==> config.mk <==
export PLATFORM = sky130hd
export DESIGN_NAME = fir_out_requant
export DESIGN_NICKNAME = d
export VERILOG_FILES = /design/src/rtl/fir_out_requant.sv
export SDC_FILE = /design/constraint.sdc
export NUM_CORES = 1
export LEC_CHECK = 0
export ABC_AREA = 0
export CELL_PAD_IN_SITES_DETAIL_PLACEMENT = 1
export CELL_PAD_IN_SITES_GLOBAL_PLACEMENT = 2
export CORE_MARGIN = 8
export CORE_UTILIZATION = 30
export CTS_BUF_LIST = sky130_fd_sc_hd__clkbuf_4 sky130_fd_sc_hd__clkbuf_8
export CTS_CLUSTER_DIAMETER = 120
export DETAILED_ROUTE_END_ITERATION = 8
export PLACE_DENSITY = 0.95
export SYNTH_ARGS = -nofsm -noshare
export SYNTH_HDL_FRONTEND = slang
export SYNTH_SLANG_ARGS = --single-unit
==> constraint.sdc <==
create_clock -name clk -period 5 [get_ports clk]
set_input_delay 1 -clock clk [delete_from_list [all_inputs] [get_ports clk]]
set_output_delay 1 -clock clk [all_outputs]
set_load 0.02 [all_outputs]
==> src/rtl/fir_out_requant.sv <==
// Output requantizer for the FIR accumulator stream: shift/round/saturate to OUT_W,
// with an output register plus one skid entry so s_axis_rq_tready can be registered.
module fir_out_requant #(
   parameter int IN_W  = 32,
   parameter int OUT_W = 16,
   parameter int SHIFT = 15,
   parameter int ROUND = 1
) (
   input  logic             clk,
   input  logic             reset,
   input  logic [IN_W-1:0]  s_axis_rq_tdata,
   input  logic             s_axis_rq_tvalid,
   output logic             s_axis_rq_tready,
   output logic [OUT_W-1:0] m_axis_rq_tdata,
   output logic             m_axis_rq_tvalid,
   input  logic             m_axis_rq_tready,
   input  logic             clear_stats,
   output logic             sat_flag,
   output logic [15:0]      sat_count,
   output logic [1:0]       dbg_state_o
);

   // Handshake: a beat moves on an edge where valid && ready are both high; a
   // presented m_axis beat keeps data and valid stable until it is taken.

   typedef enum logic [1:0] {
      ST_EMPTY = 2'd0,
      ST_BUSY  = 2'd1,
      ST_FULL  = 2'd2
   } state_e;

   localparam logic signed [IN_W:0] RND_C =
      (ROUND != 0) ? ({{IN_W{1'b0}}, 1'b1} << (SHIFT - 1)) : '0;
   localparam logic signed [IN_W:0] SAT_MAX_C =
      {{(IN_W-OUT_W+2){1'b0}}, {(OUT_W-1){1'b1}}};
   localparam logic signed [IN_W:0] SAT_MIN_C =
      {{(IN_W-OUT_W+2){1'b1}}, {(OUT_W-1){1'b0}}};
   localparam logic [OUT_W-1:0] OUT_MAX_C = {1'b0, {(OUT_W-1){1'b1}}};
   localparam logic [OUT_W-1:0] OUT_MIN_C = {1'b1, {(OUT_W-1){1'b0}}};

   state_e             state_q, state_d;
   logic               s_ready_q;
   logic [OUT_W-1:0]   out_data_q, out_data_d;
   logic [OUT_W-1:0]   skid_data_q, skid_data_d;
   logic               sat_flag_q, sat_flag_d;
   logic [15:0]        sat_count_q, sat_count_d;

   logic signed [IN_W:0] ext_w, sum_w, shr_w;
   logic [OUT_W-1:0]     res_w;
   logic                 sat_w;
   logic                 accept_w, xfer_w;

   // One guard bit keeps the rounding add from wrapping at the positive limit.
   assign ext_w = $signed({s_axis_rq_tdata[IN_W-1], s_axis_rq_tdata});
   assign sum_w = ext_w + RND_C;
   assign shr_w = sum_w >>> SHIFT;

   always_comb begin
      res_w = shr_w[OUT_W-1:0];
      sat_w = 1'b0;
      if (shr_w > SAT_MAX_C) begin
         res_w = OUT_MAX_C;
         sat_w = 1'b1;
      end else if (shr_w < SAT_MIN_C) begin
         res_w = OUT_MIN_C;
         sat_w = 1'b1;
      end
   end

   assign accept_w = s_axis_rq_tvalid && s_ready_q;
   assign xfer_w   = (state_q != ST_EMPTY) && m_axis_rq_tready;

   // State register
   always_ff @(posedge clk) begin
      if (!reset) begin
         state_q   <= ST_EMPTY;
         s_ready_q <= 1'b0;
      end else begin
         state_q   <= state_d;
         s_ready_q <= (state_d != ST_FULL);
      end
   end

   // Next-state logic
   always_comb begin
      state_d = state_q;
      case (state_q)
         ST_EMPTY: if (accept_w) state_d = ST_BUSY;
         ST_BUSY: begin
            if (accept_w && !xfer_w)      state_d = ST_FULL;
            else if (!accept_w && xfer_w) state_d = ST_EMPTY;
         end
         ST_FULL:  if (xfer_w) state_d = ST_BUSY;
         default:  state_d = ST_EMPTY;
      endcase
   end

   // Output logic
   always_comb begin
      m_axis_rq_tvalid = (state_q != ST_EMPTY);
      s_axis_rq_tready = s_ready_q;
      m_axis_rq_tdata  = out_data_q;
      sat_flag         = sat_flag_q;
      sat_count        = sat_count_q;
      dbg_state_o      = state_q;
   end

   // Buffer datapath: the skid slot only fills when a beat arrives while out is stalled.
   always_comb begin
      out_data_d  = out_data_q;
      skid_data_d = skid_data_q;
      case (state_q)
         ST_EMPTY: if (accept_w) out_data_d = res_w;
         ST_BUSY: begin
            if (accept_w && xfer_w)  out_data_d  = res_w;
            if (accept_w && !xfer_w) skid_data_d = res_w;
         end
         ST_FULL:  if (xfer_w) out_data_d = skid_data_q;
         default: ;
      endcase
   end

   always_ff @(posedge clk) begin
      if (!reset) begin
         out_data_q  <= '0;
         skid_data_q <= '0;
      end else begin
         out_data_q  <= out_data_d;
         skid_data_q <= skid_data_d;
      end
   end

   // Statistics are taken at acceptance; clear has priority over a same-cycle event.
   always_comb begin
      sat_flag_d  = sat_flag_q;
      sat_count_d = sat_count_q;
      if (clear_stats) begin
         sat_flag_d  = 1'b0;
         sat_count_d = '0;
      end else if (accept_w && sat_w) begin
         sat_flag_d = 1'b1;
         if (sat_count_q != 16'hFFFF) sat_count_d = sat_count_q + 16'd1;
      end
   end

   always_ff @(posedge clk) begin
      if (!reset) begin
         sat_flag_q  <= 1'b0;
         sat_count_q <= '0;
      end else begin
         sat_flag_q  <= sat_flag_d;
         sat_count_q <= sat_count_d;
      end
   end

endmodule

; ---- Word level (Yosys, flattened, before mapping)
; Index checks and enable logic that the tools add are counted.
; Widths: inputs -> output; s select.
[word_totals]
reg_bits = 52
output_inout_bits = 37
[op_classes]
n_addsub = 2
n_lt_le_gt_ge = 2
n_eq_ne = 7
muxes = 13
bitwise_logic = 1
reduce_logical = 15
[ops]
columns = op, n
row1 = $mux 16, 5
row2 = $pmux 16 s3, 1
row3 = $add 32x16->33 const B, 1
row4 = $gt 18x16->1 const B, 1
row5 = $lt 18x16->1 const B, 1
row6 = $add 16x1->16 const B, 1
row7 = $ne 16x16->1 const B, 1
row8 = $mux 2, 4
row9 = $ne 2x2->1 const B, 4
row10 = $logic_and 1x1->1, 6
row11 = $pmux 2 s3, 1
row12 = $reduce_and 2->1, 2
row13 = $reduce_and 4->1, 1
row14 = $reduce_bool 3->1, 1
row15 = $eq 2x1->1 const B, 1
row16 = $eq 2x2->1 const B, 1
row17 = $logic_not 1->1, 2
row18 = $logic_not 2->1, 1
row19 = $mux 1, 2
row20 = $reduce_bool 2->1, 1
row21 = $reduce_or 2->1, 1
row22 = $not 1->1, 1

; ---- Logic depth before layout (Yosys ltp)
; Gate-level depths: netlist of run 1.
[depth]
ltp_word = 7
ltp_mapped = 8
depth_no_buf = 7

; ---- Worst setup path before layout of run 1
; Ideal clock, no wire load.
[synth_path]
path_type = input-to-reg
startpoint = in s_axis_rq_tdata[25]
endpoint = reg sat_count_q[5], in the netlist sat_count[5]
setup_time_ns = 0.070
arrival_time_ns = 2.781
required_time_ns = 4.930
path_slack_ns = 2.149
path_stages = 7
path_buffers = 1
path_cell_list = nand3_1 > or4_1 > buf_2 > o311ai_4 > nand3_4 > or4_1 > a21oi_1
[synth_via]
elab_chain_len = 6
word_cells_on_any_way = 7
[synth_lines]
columns = item, line_no
row1 = "start, declared", 11  ; input logic [IN_W-1:0] s_axis_rq_tdata,
row2 = $add 32x16->33 (*), 55  ; assign sum_w = ext_w + RND_C;
row3 = $lt 18x16->1, 64  ; end else if (shr_w < SAT_MIN_C) begin
row4 = $mux 1, 64
row5 = $mux 1 (*), 61  ; if (shr_w > SAT_MAX_C) begin
row6 = $logic_and 1x1->1 (*), 140  ; end else if (accept_w && sat_w) begin
row7 = $reduce_and 2->1 (no source line) (*), -
row8 = "end signal, assigned", 152  ; sat_count_q <= sat_count_d;
row9 = "end, declared", 46  ; logic [15:0] sat_count_q, sat_count_d;
; Mark *: on every way between the ends. The rest lies on a longest branch, timed or not.
; A chain may end at the register's enable or synchronous reset.

; ---- Worst setup path after layout of run 1
[layout_path]
startpoint = in s_axis_rq_tdata[15]
endpoint = reg skid_data_q[6]
[layout_via]
elab_chain_len = 4
word_cells_on_any_way = 5
[layout_lines]
columns = item, line_no
row1 = $add 32x16->33 (*), 55
row2 = $lt 18x16->1, 64
row3 = $mux 16, 64
row4 = $mux 16 (*), 61
row5 = "end signal, assigned", 129  ; skid_data_q <= skid_data_d;
row6 = "end, declared", 44  ; logic [OUT_W-1:0] skid_data_q, skid_data_d;
; Marked as above.

==> results.sh, run 1 <==
export IMPL_outcome="finished, final reports clean"
export IMPL_dp_hpwl_um=6550
export IMPL_yosysUniqueCellTypes=51
export IMPL_drc=0
export IMPL_crit_type="primary input to flip-flop"
export IMPL_area_growth_pct=28.3
export IMPL_h_tree_depth=2
export IMPL_regArea_um2=1040
export IMPL_antenna_cells=0
export IMPL_cts_resized_gates=0
export IMPL_totalWireLength_um=8710
export IMPL_arrival_ps=3930
export IMPL_multi_input_comb_area_um2=1630
export IMPL_p_sw_w=0.000242
export IMPL_coreArea_um2=9060
export IMPL_ys_ff_latch=52
export IMPL_ys_seq_area_share_pct=37.9
export IMPL_max_clock_path_buffers=2
export IMPL_async_flop_share_pct=0
export IMPL_clock_latency_ps=310
export IMPL_nets=436
export IMPL_stdcell_area_um2=3530
export IMPL_sw_frac_of_total_pct=28.6
export IMPL_dpl_cell_area_um2=3430
export IMPL_clock_skew_ps=14.4
export IMPL_slew_violations=0
export IMPL_vdd_ir_drop_max_v=0.000123
export IMPL_die_w_um=112
export IMPL_yosysWarnings=0
export IMPL_worstPathRequired_ps=5170
export IMPL_drv_cap=0
export IMPL_yosysTopAreaCell="dfxtp_1"
export IMPL_worst_pin_slew_ps=1020
export IMPL_p_per_area_nw_per_um2=240
export IMPL_grt_antenna_before_repair=0
export IMPL_startpoint="s_axis_rq_tdata[15]"
export IMPL_grt_pass1_vias=2883
export IMPL_cts_buffers=5
export IMPL_synth_enable_flop_cells=0
export IMPL_syn_avg_cell_area_um2=7.93
export IMPL_layout_drive_gt1_share_pct=4.77
export IMPL_max_freq_mhz=266
export IMPL_num_io_pins=74
export IMPL_synth_top_area_share_pct=37.9
export IMPL_p_leak_nw=1.18
export IMPL_ant_nets=0
export IMPL_syn_inst=347
export IMPL_pwr_share_clk_pct=30.5
export IMPL_num_vias=2814
export IMPL_grt_start_max_net_pins=38
export IMPL_port_buffers=59
export IMPL_grtUsageTotal_pct=14.0
export IMPL_hold_path_class="flip-flop to flip-flop"
export IMPL_min_period_over_period_pct=75.2
export IMPL_grt_pass1_wl_um=14700
export IMPL_share_seq_of_total_power_pct=51.5
export IMPL_ys_flop_type="dfxtp_1"
export IMPL_syn_area_um2=2750
export IMPL_clk_pin_slew_ps=100
export IMPL_layout_commonest_cell="clkdlybuf4s50_1"
export IMPL_hold_violations=0
export IMPL_nFillCells=1076
export IMPL_crit_path_start_kind="primary input"
export IMPL_p_comb_share_pct=18.0
export IMPL_dieArea_um2=12500
export IMPL_die_h_um=112
export IMPL_fin_setup_tns_ps=0
export IMPL_rsz0062_at_grt="no"
export IMPL_drt_initial_drc_count=140
export IMPL_post_cts_buffers=0
export IMPL_reg2reg_from="s_axis_rq_tready$_SDFF_PN0_"
export IMPL_setup_viol=0
export IMPL_overflow=0
export IMPL_synth_fp_nets=386
export IMPL_cts_root_buf="clkbuf_8"
export IMPL_relSlewSlack_pct=31.9
export IMPL_crit_fanout=12
export IMPL_rows=35
export IMPL_drt_vias_per_instance=5.53
export IMPL_crit_path_end_kind="flip-flop"
export IMPL_start_util_pct=30.3
export IMPL_wl_per_cell_um=17.1
export IMPL_final_cell_mix="59 x clkdlybuf4s50_1, 52 x dfxtp_1, 38 x nand2_1, 37 x o21ai_0, 36 x a21oi_1"
export IMPL_clock_sinks=52
export IMPL_cts_hold_buf=0
export IMPL_gp_congestion=0.777
export IMPL_cts_tree="yes"
export IMPL_drt_pass1_iter_count=4
export IMPL_min_from="skid_data_q[0]$_SDFFE_PN0P_"
export IMPL_fin_crit_ps=3760
export IMPL_internal_power_w=0.000606
export IMPL_synth_area_leaders="dfxtp_1 38%, o21ai_0 6.7%, a21oi_1 6.6%"
==> routing by layer <==
metal / global-route usage, % / wire length [um] / vias up
li1: - / - / 1386
met3: 2.44 / 236 / 6
met2: 24.3 / 4360 / 37
met4: 3.56 / 85 / 0
met5: 0 / 0 / -
met1: 17.4 / 4020 / 1385
==> cell type report <==
cell class                      instances  area share [%]
Clock buffer                            6            2.34
Clock inverter                          2           0.390
Inverter                                5           0.532
Multi-Input combinational cell        272            46.1
Sequential cell                        52            29.5
Tap cell                              111            3.94
Timing Repair Buffer                   61            17.2
==> Yosys cell counts, drive strengths merged, types with 2 or more instances <==
master,number
nand4,12
o311ai,2
or3,15
nor2b,3
clkbuf,16
xnor2,11
nand2b,3
o2111ai,3
and4,3
or2,3
buf,2
ha,2
and3,3
nor2,19
a21oi,36
xor2,6
nand2,38
inv,5
and2,4
nor3,8
o211ai,12
o21ai,37
or4,3
a221oi,5
dfxtp,52
nand3,22
a21o,2
nor4,4
==> per-stage QoR <==
stage	cells	hold WS, ps	total power, W	utilization (%)	setup slack (ps)
finish	509	464	0.000848	38.9	1240
global placement	501	435	0.000595	37.9	1010
floorplan	347	426	0.000528	-	2150
detailed placement	501	448	0.000600	37.9	929
CTS	509	463	0.000857	38.9	1240
global route	509	497	0.000884	38.9	904
==> power by group through the flow <==
stage	sequential (W)	combinational, W	clock [W]
floorplan	0.000458	0.0000699	0
detailed placement	0.000446	0.000154	0
global placement	0.000446	0.000150	0
finish	0.000437	0.000153	0.000258
global route	0.000439	0.000167	0.000279
CTS	0.000437	0.000154	0.000266
==> flip-flops by register name (all words and copies together), names as in the netlist <==
register	count
dbg_state_o	2
m_axis_rq_tdata	16
s_axis_rq_tready	1
sat_count	16
sat_flag	1
skid_data_q	16
==> final timing paths <==
check        depth (start not counted)                              end  slack [ps]
max                                  8      skid_data_q[6]$_SDFFE_PN0P_        1240
min                                  2      skid_data_q[0]$_SDFFE_PN0P_         460
max reg2reg                          6  m_axis_rq_tdata[0]$_SDFFE_PN0P_        2870
min reg2reg                          2      skid_data_q[0]$_SDFFE_PN0P_         460
==> critical path, stage by stage <==
cell	delay, ps
clkdlybuf4s50_1	520
ha_1	300
nand4_1	170
nor4_2	630
a21oi_1	150
a21o_1	330
nor2_1	650
a21oi_1	160
==> cells by family after synthesis <==
family / count (synthesis) / synth area share (%)
AOI/OAI and AO/OA: 111 / 25.4
xor gates and xnor gates: 17 / 5.41
adders and majority gates: 2 / 0.910
buffers and inverters: 23 / 3.18
DFF: 52 / 37.9
muxes: 1 / 0.364
and+or+nand+nor: 141 / 26.9
Power figures use the tool's default switching activity.
==> run 2, diff against run 1 <==
--- a/config.mk
+++ b/config.mk
@@ -9,11 +9,11 @@
 export CELL_PAD_IN_SITES_DETAIL_PLACEMENT = 1
 export CELL_PAD_IN_SITES_GLOBAL_PLACEMENT = 2
 export CORE_MARGIN = 8
-export CORE_UTILIZATION = 30
+export CORE_UTILIZATION = 25
 export CTS_BUF_LIST = sky130_fd_sc_hd__clkbuf_4 sky130_fd_sc_hd__clkbuf_8
 export CTS_CLUSTER_DIAMETER = 120
 export DETAILED_ROUTE_END_ITERATION = 8
-export PLACE_DENSITY = 0.95
+export PLACE_DENSITY = 0.86
 export SYNTH_ARGS = -nofsm -noshare
 export SYNTH_HDL_FRONTEND = slang
 export SYNTH_SLANG_ARGS = --single-unit
==> constraint.sdc (replaced) <==
create_clock -name clk -period 3.13 [get_ports clk]
set_input_delay 0.626 -clock clk [delete_from_list [all_inputs] [get_ports clk]]
set_output_delay 0.626 -clock clk [all_outputs]
set_load 0.02 [all_outputs]
==> results.sh, run 2 (synthesized netlist as in run 1, its figures left out) <==
export IMPL_outcome="finished, final reports clean"
export IMPL_ant_nets=0
export IMPL_vdd_ir_drop_max_v=0.000201
export IMPL_dpl_cell_area_um2=3690
export IMPL_nFillCells=1298
export IMPL_clock_skew_ps=4.77
export IMPL_antenna_cells=0
export IMPL_clock_sinks=52
export IMPL_post_cts_buffers=0
export IMPL_drt_pass1_iter_count=4
export IMPL_p_leak_nw=1.33
export IMPL_final_cell_mix="59 x clkdlybuf4s50_1, 52 x dfxtp_1, 38 x nand2_1, 37 x o21ai_0, 36 x a21oi_1"
export IMPL_cp_slowest_cell="or4_1"
export IMPL_num_io_pins=74
export IMPL_hold_path_class="flip-flop to flip-flop"
export IMPL_fin_setup_tns_ps=0
export IMPL_worstPathRequired_ps=3370
export IMPL_worst_pin_slew_ps=655
export IMPL_dieArea_um2=14600
export IMPL_cpLargestDelayFamily="simple AND/OR/NAND/NOR gates"
export IMPL_grt_pass1_wl_um=15300
export IMPL_cts_resized_gates=0
export IMPL_totalWireLength_um=9260
export IMPL_rsz0062_at_grt="no"
export IMPL_min_period_over_period_pct=90.7
export IMPL_area_growth_pct=38.6
export IMPL_cp_slowest_stage_delay_ps=610
export IMPL_worstPathCellList="clkdlybuf4s50_1, nand3_1, or4_1, o311ai_4, nand3_4, or4_1, a21oi_1"
export IMPL_crit_path_end_kind="flip-flop"
export IMPL_dp_hpwl_um=6910
export IMPL_gp_congestion=0.770
export IMPL_setup_viol=0
export IMPL_layout_drive_gt1_share_pct=11.2
export IMPL_num_vias=2910
export IMPL_nets=465
export IMPL_crit_buf_inv=1
export IMPL_layout_commonest_cell="clkdlybuf4s50_1"
export IMPL_crit_fanout=17
export IMPL_grtUsageTotal_pct=12.6
export IMPL_start_util_pct=25.5
export IMPL_drt_vias_per_instance=5.13
export IMPL_fin_crit_ps=2840
export IMPL_pre_cts_ws_ps=-21.2
export IMPL_cts_hold_buf=0
export IMPL_max_clock_path_buffers=2
export IMPL_grt_pass1_vias=2980
export IMPL_fin_ws_ps=290
export IMPL_drt_initial_drc_count=92
export IMPL_crit_type="primary input to flip-flop"
export IMPL_h_tree_depth=2
export IMPL_cts_buffers=5
export IMPL_final_util_pct=35.3
export IMPL_crit_path_frequent_cell="or4_1"
export IMPL_grt_antenna_before_repair=0
export IMPL_relSlewSlack_pct=56.3
export IMPL_max_freq_mhz=352
export IMPL_die_h_um=121
export IMPL_drv_cap=0
export IMPL_cts_root_buf="clkbuf_8"
export IMPL_stdcell_area_um2=3810
export IMPL_arrival_ps=3090
export IMPL_clock_latency_ps=310
export IMPL_clk_pin_slew_ps=100
export IMPL_port_buffers=59
export IMPL_wl_per_cell_um=16.3
export IMPL_crit_path_start_kind="primary input"
export IMPL_rows=38
export IMPL_slew_violations=0
export IMPL_hold_violations=0
export IMPL_grt_start_max_net_pins=36
export IMPL_coreArea_um2=10800
export IMPL_overflow=0
export IMPL_cts_tree="yes"
export IMPL_die_w_um=121
export IMPL_drc=0
export IMPL_p_per_area_nw_per_um2=388
==> run 2: cell types whose count changed in the layout (fill, tap and decap cells not counted) <==
cell	delta
clkinv_2	-1
inv_6	-1
bufinv_16	+1
buf_4	+29
clkbuf_8	+1
==> run 2: layer usage <==
layer / track usage, % / part of all wire [%] / vias to the layer above
met5: 0 / 0 / -
met4: 3.51 / 1.1 / 0
met3: 1.58 / 3.0 / 7
met2: 22.1 / 50 / 40
met1: 15.9 / 46 / 1428
li1: - / - / 1435
==> run 2: worst register-to-register path, cell delays in order (launching register included) <==
cell and delay [ps]:
dfxtp_1 430, nor2b_1 300, or3_1 190, and2_1 560, nand2_1 170, and2_0 170
a311oi_1 260
==> run 2: worst paths after layout <==
path	from	endpoint	cells after the start	slack [ps]
setup reg to reg	dbg_state_o[0]$_SDFF_PN0_	m_axis_rq_tdata[12]$_SDFFE_PN0P_	6	960
hold / removal	skid_data_q[0]$_SDFFE_PN0P_	skid_data_q[0]$_SDFFE_PN0P_	2	460
hold reg to reg	skid_data_q[0]$_SDFFE_PN0P_	skid_data_q[0]$_SDFFE_PN0P_	2	460
setup / recovery	s_axis_rq_tdata[24]	sat_count[5]$_SDFFE_PP0P_	7	290
==> run 2: metrics by stage <==
step                hold slack (ps)  instances  total power [W]
floorplan                       426        347         0.000843
global placement                436        559         0.000979
detailed placement              443        559         0.000984
CTS                             458        567          0.00150
global route                    481        567          0.00155
finish                          456        567          0.00148
==> run 2: layout make-up <==
type / instances / area, um^2 / area share (%)
Multi-Input combinational cell: 272 / 1630 / 42.7
Timing Repair Buffer: 90 / 823 / 21.6
Clock buffer: 7 / 96.3 / 2.53
Sequential cell: 52 / 1040 / 27.3
Clock inverter: 1 / 30.0 / 0.788
Inverter: 5 / 18.8 / 0.492
Tap cell: 140 / 175 / 4.59
==> run 2: power breakdown <==
group          leakage [nW]  total, W  internal [W]  switching, W
logic                 0.841  0.000270      0.000123      0.000147
clock network        0.0645  0.000512      0.000283      0.000229
registers             0.422  0.000698      0.000683     0.0000147
==> run 3, diff against run 2 <==
--- a/config.mk
+++ b/config.mk
@@ -13,6 +13,7 @@
 export CTS_BUF_LIST = sky130_fd_sc_hd__clkbuf_4 sky130_fd_sc_hd__clkbuf_8
 export CTS_CLUSTER_DIAMETER = 120
 export DETAILED_ROUTE_END_ITERATION = 8
+export HOLD_SLACK_MARGIN = 0.15
 export PLACE_DENSITY = 0.86
 export SYNTH_ARGS = -nofsm -noshare
 export SYNTH_HDL_FRONTEND = slang
==> results of run 3 <==
The final DEF is identical to that of run 2; final timing and power are the same.
